**config.mk**
```make
export PLATFORM = sky130hd
export DESIGN_NAME = omsp_hash_frontend_gen
export DESIGN_NICKNAME = d
export VERILOG_FILES = /design/src/rtl/omsp_hash_frontend_gen.sv
export SDC_FILE = /design/constraint.sdc
export NUM_CORES = 2
export LEC_CHECK = 0
export ABC_AREA = 1
export CORE_UTILIZATION = 55
export CTS_CLUSTER_DIAMETER = 150
export DETAILED_ROUTE_END_ITERATION = 10
export DONT_BUFFER_PORTS = 1
export PLACE_DENSITY = 0.67
export SYNTH_ARGS = -nofsm -noshare
export SYNTH_HDL_FRONTEND = slang
export SYNTH_SLANG_ARGS = --single-unit
```
**constraint.sdc**
```tcl
create_clock -name clk -period 23.3 [get_ports clk]
set_input_delay 3.495 -clock clk [delete_from_list [all_inputs] [get_ports clk]]
set_output_delay 3.495 -clock clk [all_outputs]
set_load 0.005 [all_outputs]
```
**src/rtl/omsp_hash_frontend_gen.sv**
```systemverilog
// CPU-side frontend for the Sancus hash cores: beat packer, word FIFO,
// message sequencing and digest readout, all on a single clock.
module omsp_hash_frontend_gen #(
  parameter  int BUS_W      = 16,
  parameter  int CORE_W     = 32,
  parameter  int DIGEST_W   = 512,
  parameter  int FIFO_DEPTH = 4,
  localparam int NB_W       = $clog2(CORE_W/8)+1
) (
  input  logic              clk,
  input  logic              rst,
  input  logic [1:0]        cmd_in,
  input  logic [BUS_W-1:0]  data,
  input  logic              data_size,
  output logic [BUS_W-1:0]  hash,
  output logic              busy,
  output logic              ready_for_data,
  output logic              overflow,
  output logic              core_start,
  output logic [CORE_W-1:0] core_data,
  output logic [NB_W-1:0]   core_nbytes,
  output logic              core_last,
  output logic              core_valid,
  input  logic              core_ready,
  input  logic [CORE_W-1:0] core_hash,
  input  logic              core_hash_valid,
  output logic              core_hash_ready
);

  localparam int CB  = CORE_W/8;
  localparam int BB  = BUS_W/8;
  localparam int NW  = DIGEST_W/CORE_W;
  localparam int NR  = DIGEST_W/BUS_W;
  localparam int AW  = $clog2(FIFO_DEPTH);
  localparam int CW  = $clog2(FIFO_DEPTH+1);
  localparam int DCW = $clog2(NW+1);
  localparam int RCW = $clog2(NR+1);

  typedef enum logic [2:0] {
    IDLE, ABSORB, FLUSH, DIGEST, READOUT
  } state_t;

  state_t state, state_nx;

  logic wr, rd, ab;
  logic [CORE_W-1:0] pk_word, word_nx;
  logic [NB_W-1:0]   pk_bytes, bytes_nx;
  logic wr_close, wr_acc, fin, need_term;
  logic mark_last, pend, push_flush;
  logic push, pop, full;
  logic [CORE_W-1:0] push_d;
  logic [NB_W-1:0]   push_n;
  logic              push_l;

  logic [CORE_W-1:0] mem_d [FIFO_DEPTH];
  logic [NB_W-1:0]   mem_n [FIFO_DEPTH];
  logic              mem_l [FIFO_DEPTH];
  logic [AW-1:0]     wptr, rptr;
  logic [CW-1:0]     count;

  logic [DIGEST_W-1:0] dig;
  logic [DCW-1:0]      dcnt;
  logic [RCW-1:0]      rcnt;

  assign wr = cmd_in == 2'b10;
  assign rd = cmd_in == 2'b01;
  assign ab = cmd_in == 2'b11;

  assign core_valid = count != '0;
  assign full       = count == CW'(FIFO_DEPTH);
  assign pop        = core_valid && core_ready;

  assign core_data   = core_valid ? mem_d[rptr] : '0;
  assign core_nbytes = core_valid ? mem_n[rptr] : '0;
  assign core_last   = core_valid ? mem_l[rptr] : 1'b0;

  // Merge the incoming beat or byte at the next free byte lane, MSB-first
  always_comb begin
    bytes_nx = pk_bytes + (data_size ? NB_W'(BB) : NB_W'(1));
    if (data_size)
      word_nx = pk_word |
        (CORE_W'(data) << (CORE_W - BUS_W - 8*int'(pk_bytes)));
    else
      word_nx = pk_word |
        (CORE_W'(data[7:0]) << (CORE_W - 8 - 8*int'(pk_bytes)));
    wr_close = !data_size || bytes_nx == NB_W'(CB);
  end

  // FSM state register
  always_ff @(posedge clk or posedge rst) begin
    if (rst) state <= IDLE;
    else     state <= state_nx;
  end

  // FSM next-state logic; abort wins from every state
  always_comb begin
    state_nx = state;
    if (ab) begin
      state_nx = IDLE;
    end else begin
      case (state)
        IDLE:    if (wr_acc) state_nx = ABSORB;
        ABSORB:  if (rd) state_nx = FLUSH;
        FLUSH:   if (pop && mem_l[rptr]) state_nx = DIGEST;
        DIGEST:  if (core_hash_valid && dcnt == DCW'(NW-1))
                   state_nx = READOUT;
        READOUT: if (rd && rcnt == RCW'(NR-1)) state_nx = IDLE;
        default: state_nx = IDLE;
      endcase
    end
  end

  // FSM outputs and handshake qualifiers
  always_comb begin
    busy            = state != IDLE;
    core_hash_ready = state == DIGEST;
    ready_for_data  = (state == IDLE || state == ABSORB) &&
                      (!full || !wr_close || pop);
    core_start      = state == IDLE && wr && ready_for_data;
    hash            = state == READOUT ? dig[DIGEST_W-1 -: BUS_W] : '0;
  end

  // Finalise either tags the newest queued word or defers a terminator push
  always_comb begin
    wr_acc     = wr && ready_for_data;
    fin        = state == ABSORB && rd;
    need_term  = pk_bytes != '0 || count == '0 ||
                 (count == CW'(1) && pop);
    mark_last  = fin && !need_term;
    push_flush = state == FLUSH && pend && (!full || pop);
    push       = (wr_acc && wr_close) || push_flush;
    push_d     = push_flush ? pk_word  : word_nx;
    push_n     = push_flush ? pk_bytes : bytes_nx;
    push_l     = push_flush;
  end

  // Packer, pending terminator and sticky overflow
  always_ff @(posedge clk or posedge rst) begin
    if (rst) begin
      pk_word  <= '0;
      pk_bytes <= '0;
      pend     <= 1'b0;
      overflow <= 1'b0;
    end else if (ab) begin
      pk_word  <= '0;
      pk_bytes <= '0;
      pend     <= 1'b0;
      overflow <= 1'b0;
    end else begin
      if (wr_acc) begin
        if (wr_close) begin
          pk_word  <= '0;
          pk_bytes <= '0;
        end else begin
          pk_word  <= word_nx;
          pk_bytes <= bytes_nx;
        end
      end else if (push_flush) begin
        pk_word  <= '0;
        pk_bytes <= '0;
      end
      if (fin && need_term) pend <= 1'b1;
      else if (push_flush)  pend <= 1'b0;
      if (core_start)                overflow <= 1'b0;
      else if (wr && !ready_for_data) overflow <= 1'b1;
    end
  end

  // FIFO pointers and occupancy
  always_ff @(posedge clk or posedge rst) begin
    if (rst) begin
      wptr  <= '0;
      rptr  <= '0;
      count <= '0;
    end else if (ab) begin
      wptr  <= '0;
      rptr  <= '0;
      count <= '0;
    end else begin
      if (push) wptr <= wptr + AW'(1);
      if (pop)  rptr <= rptr + AW'(1);
      case ({push, pop})
        2'b10:   count <= count + CW'(1);
        2'b01:   count <= count - CW'(1);
        default: count <= count;
      endcase
    end
  end

  // FIFO storage; entries are only visible while counted
  always_ff @(posedge clk) begin
    if (push && !ab) begin
      mem_d[wptr] <= push_d;
      mem_n[wptr] <= push_n;
      mem_l[wptr] <= push_l;
    end
    if (mark_last && !ab) mem_l[wptr - AW'(1)] <= 1'b1;
  end

  // Digest capture from the core and beat-wise shift-out to the CPU
  always_ff @(posedge clk or posedge rst) begin
    if (rst) begin
      dig  <= '0;
      dcnt <= '0;
      rcnt <= '0;
    end else if (ab) begin
      dig  <= '0;
      dcnt <= '0;
      rcnt <= '0;
    end else if (state == DIGEST && core_hash_valid) begin
      dig  <= (dig << CORE_W) | DIGEST_W'(core_hash);
      dcnt <= dcnt == DCW'(NW-1) ? '0 : dcnt + DCW'(1);
    end else if (state == READOUT && rd) begin
      dig  <= dig << BUS_W;
      rcnt <= rcnt == RCW'(NR-1) ? '0 : rcnt + RCW'(1);
    end
  end

endmodule

```
**After elaboration in Yosys (flattened, before gate mapping)**

Memory sizes are Yosys's and may differ from the RTL's.
Index checks and enable logic that the tools add are counted.
Widths: inputs -> output; s select.

- Multipliers: 0
- Muxes and demuxes: 52
- Divide/modulo/power cells: 0
- Add/sub/neg operators: 10
- Shift operators: 2
- Order comparisons: 0
- Bitwise operators: 3
- Reduce and logical (&&, ||, !) cells: 51
- Equal/unequal tests: 20

Operators with widths:

| operator | number |
|---|---|
| $mux 512 | 3 |
| $or 512x32->512 | 1 |
| $mux 32 | 7 |
| $or 32x32->32 | 2 |
| $mux 3 | 13 |
| $shl 16x32->32 | 1 |
| $shl 8x32->32 | 1 |
| $mux 6 | 4 |
| $reduce_bool 3->1 | 8 |
| $logic_and 1x1->1 | 20 |
| $mux 16 | 1 |
| $mux 5 | 3 |
| $pmux 3 s5 | 1 |
| $sub 5x6->7 const A | 2 |
| $mux 1 | 13 |
| $mux 2 | 6 |
| $ne 3x3->1 const B | 4 |
| $eq 3x3->1 const B | 3 |
| $logic_or 1x1->1 | 8 |
| $reduce_bool 2->1 | 4 |
| $add 6x1->6 const B | 1 |
| $eq 2x2->1 const B | 3 |
| $eq 3x1->1 const B | 2 |
| $eq 3x2->1 const B | 2 |
| 17 further kinds | 25 |

- Memory bits (read-only): 0
- RAM bits: 144
- Output and inout port bits: 58
- Register bits: 570
- Bits in latches: 0
- Input bits: 55
- Logic and storage cells: 152
- Memories: 3

Memories:

| memory | words | width | rd ports | clocked after Yosys merged registers in | wr ports | RTL line | source |
|---|---|---|---|---|---|---|---|
| mem_d | 4 | 32 | 1 | 0 | 1 | 55 | `logic [CORE_W-1:0] mem_d [FIFO_DEPTH];` |
| mem_n | 4 | 3 | 1 | 0 | 1 | 56 | `logic [NB_W-1:0] mem_n [FIFO_DEPTH];` |
| mem_l | 4 | 1 | 1 | 0 | 1 | 57 | `logic mem_l [FIFO_DEPTH];` |

**Depth between registers and ports, before layout**

- Depth in word-level cells: 15
- Mapped depth: 17
- Depth with buffers taken out: 16

**Least setup slack after synthesis**

No wires, ideal clock.

- Path kind: in2out
- Start: in data_size
- End: out core_start
- Data required time: 19805 ps
- Data arrival time: 5080 ps
- Path slack: 14725 ps
- Buffers on the path: 1
- Stages on the path: 14
- Cells stage by stage: inv_1 ha_1 inv_1 fa_1 inv_1 nor2_1 nand3_1 nand2_1 nand2_1 nand2_1 inv_2 nand2_1 buf_2 nor2_1

- Word-level cells in the longest chain between the ends: 9
- Elaborated cells on any way between the ends: 10
- Classes of those cells: add/sub (1); eq/ne (1); mux (1); reduce/logical (7)

RTL lines:

| item | RTL line | source |
|---|---|---|
| from (decl) | 14 | `input logic data_size,` |
| $mux 2 | 79 | `bytes_nx = pk_bytes + (data_size ? NB_W'(BB) : NB_W'(1));` |
| $add 3x2->3 | 79 |  |
| $eq 3x3->1 | 86 | `wr_close = !data_size \|\| bytes_nx == NB_W'(CB);` |
| $logic_or 1x1->1 * | 86 |  |
| $logic_not 1->1 * | 118 | `(!full \|\| !wr_close \|\| pop);` |
| $logic_or 1x1->1 * (2 in a row) | 118 |  |
| $logic_and 1x1->1 * | 117 | `ready_for_data = (state == IDLE \|\| state == ABSORB) &&` |
| net ready_for_data | 17 | `output logic ready_for_data,` |
| $logic_and 1x1->1 * | 119 | `core_start = state == IDLE && wr && ready_for_data;` |
| to (decl) | 19 | `output logic core_start,` |

The timed path passes the listed nets; every way through them passes the cells marked *.

**Final worst setup path**

Ends and elaborated chain as after synthesis.

==> qor.txt <==
Cell taking the most area after synthesis: dfrtp_1
Gpl congestion: 0.856
Fin crit period: 8950 ps
RR Endpoint: dig[502]$_DFFE_PP0P_
Required @ worst endpoint: 19810 ps
Die width: 247 um
Worst setup margin: 14350 ps
Initial antenna violation count: 0
Reg clk slew, reported paths: 60 ps
Most numerous cell in the Yosys netlist: nand2_1
Port bufs: 0
CTS Sinks: 714
Antenna diodes: 0
FF-to-FF path depth: 11
# DRC: 4
Vias in the first global route: 23411
Post-synth EDFFs: 144
Yosys Warn Count: 0
Post-Syn Area: 33000 um2
Row cnt: 89
Gate Count Post-Synth: 3816
First-pass GRT wire length: 117 mm
Final Setup Violations: 0
H-tree lvl count: 3
Final #Nets: 3728
Pwr Density: 106 nW/um2
#FFs+latches synth: 714
CP max FO: 12
Routed wl met2: 31.1 mm
Crit end category: primary output
DIE HEIGHT: 247 um
Pleak: 0.0146 uW
Final worst path period share: 38.4%
Pre-CTS setup slack: 14340 ps
Post-CTS sizing: 0
Critical Path AT: 5460 ps
Post-Layout Inst Area: 35500 um2
Register area share after synthesis: 56.3%
Synth top cells by count: nand2_1 (642), inv_1 (599), dfrtp_1 (570), o22ai_1 (480), o21ai_0 (384)
Postcts setup bufs: 0
DR vias: 25044
Area growth, synth to finish: 7.61%
Fraction of layout cells with a size suffix above 1: 4.52%
Met1 Wirelength: 33.1 mm
HP Start: rcnt[0]$_DFFE_PP0P_
Tot Pwr: 3760 uW
Top FF cell, synth: dfrtp_1
Ys async rst share: 79.8%
Synth Net Count: 3885
Unrepaired setup endpoints after global routing: false
All-Layer GR Usage: 23.3%
Max-cap violations: 0
CTS root buf: clkbuf_16
Synth area leaders: dfrtp_1 (43%), edfxtp_1 (13%), o22ai_1 (9.1%), nand2_1 (7.3%), inv_1 (6.8%)
Worst Tran Pin Value: 1200 ps
Pin count of the biggest net entering global routing: 272
Drt pass-1 iters: 9
R2R Setup Slk: 18700 ps
Fin cells: 4490
Startpoint types: input pin
HP Class: flop to flop
Post-synth top area share: 43.2%
Placed cells: 4352
Status: complete, but fails checks
Hold path endpoint: rcnt[0]$_DFFE_PP0P_
DIE AREA: 61000 um2
Max Clk Rate: 112 MHz
Drt wl/cell: 15.5 um
CTS Hold Buffers Added: 0
Failing checks: design-rule violations
DPL Wire Length: 39.5 mm
Routed wire length: 69.8 mm
CP Class: input pin to primary output
Clk_skew: 16.8 ps
Origin of the critical flop-to-flop path: state[1]$_DFFE_PP0P_
Via density: 5.58
Starting Density: 55.8%
VDD IR max: 93.6 uV
Core area: 59100 um2
CTS buffer count: 78
Clk_lat worst skew: 620 ps
Initial DRC count: 2511
Overflow after GRT: 0
Avg Inst Size Synth: 8.65 um2
Max layer used: met4
Placement Cell Area: 33000 um2
Routed Antenna Nets: 0
Slew Limit Fails: 0
IO Count: 113
Maximum buffer depth of the clock tree: 3
Setup TNS: 0 ps
Relative slew slack: 20.2%
Met3 wire len: 3.56 mm
Final hold vios: 0
CTS tree: yes
Synth cell types: 37
Worst hold stages: 1
## registers in the layout, indices dropped and copies added, names as in the netlist, 4 cells and up
signal / cells
rcnt: 6
mem_l: 4
dcnt: 5
pk_word: 32
mem_n: 12
mem_d: 128
dig: 512
## layout make-up
cell class / instances / area, um2
Multi-Input combinational cell: 2230 / 10900
Clock buffer: 111 / 2230
Inverter: 608 / 2290
Fill cell: 5134 / 23600
Timing Repair Buffer: 27 / 253
Tap cell: 773 / 967
Sequential cell: 714 / 18600
Clock inverter: 27 / 288
## worst max-delay path by stage
stage,end,startpoint,slack [ps],cells after the start
floorplan,count[0]$_DFFE_PP0P_,rst,3860,1
global placement,core_start,data_size,14340,13
detailed placement,core_start,data_size,14340,13
CTS,core_start,data_size,14340,13
global route,core_start,data_size,14140,13
finish,core_start,data_size,14350,13
## per-layer routing
metal | track usage (%) | vias to the layer above
met5 | 0 | -
met4 | 7.88 | 0
met3 | 4.11 | 118
met2 | 34.8 | 538
met1 | 34.2 | 12017
li1 | - | 12371
## cell families after synthesis
| family | share of synthesized area, % |
|---|---|
| AOI/OAI and AO/OA | 20.5 |
| DFF | 56.3 |
| buffers and inverters | 10.8 |
| and+or+nand+nor | 11.6 |
| xor gates and xnor gates | 0.186 |
| adders and majority gates | 0.553 |
## critical path, cell delays in order
cell     delay (ps)
inv_1           110
ha_1            170
inv_1            50
fa_1            430
inv_1           100
nor2_1           40
nand3_1          60
nand2_1         110
nand2_1          80
nand2_1          80
inv_2            80
nand2_1         350
nor2_1          310
## stage by stage
| step | util, % | hold WS (ps) |
|---|---|---|
| global route | 60.1 | 535 |
| global placement | 55.8 | 486 |
| detailed placement | 55.8 | 499 |
| finish | 60.1 | 509 |
| floorplan | - | 469 |
| CTS | 60.1 | 508 |
## placed cells by master, fill, tap and decap left out, drive strengths merged
| master | Yosys | layout |
|---|---|---|
| or2 | 1 | 1 |
| nand4 | 3 | 3 |
| dfrtp | 570 | 570 |
| buf | 191 | 27 |
| nand2 | 649 | 649 |
| o211ai | 9 | 9 |
| clkinvlp | 0 | 2 |
| bufinv | 0 | 5 |
| inv | 605 | 611 |
| and3 | 1 | 1 |
| and2 | 1 | 1 |
| clkinv | 3 | 17 |
| xnor2 | 1 | 1 |
| nor3b | 1 | 1 |
| a21oi | 63 | 63 |
| nand3 | 63 | 63 |
| fa | 1 | 1 |
| nor2 | 257 | 257 |
| o31ai | 3 | 3 |
| xor2 | 6 | 6 |
| nand2b | 1 | 1 |
| a31oi | 3 | 3 |
| a22oi | 1 | 1 |
| nand3b | 2 | 2 |
| edfxtp | 144 | 144 |
| o21ai | 666 | 666 |
| ha | 13 | 13 |
| nor3 | 5 | 5 |
| o22ai | 480 | 480 |
| clkbuf | 73 | 111 |
## report_power, final
group / internal (uW) / switching, uW
logic: 274 / 694
registers: 1510 / 65.4
clock network: 722 / 488
total: 2510 / 1250
Power figures use the tool's default switching activity.
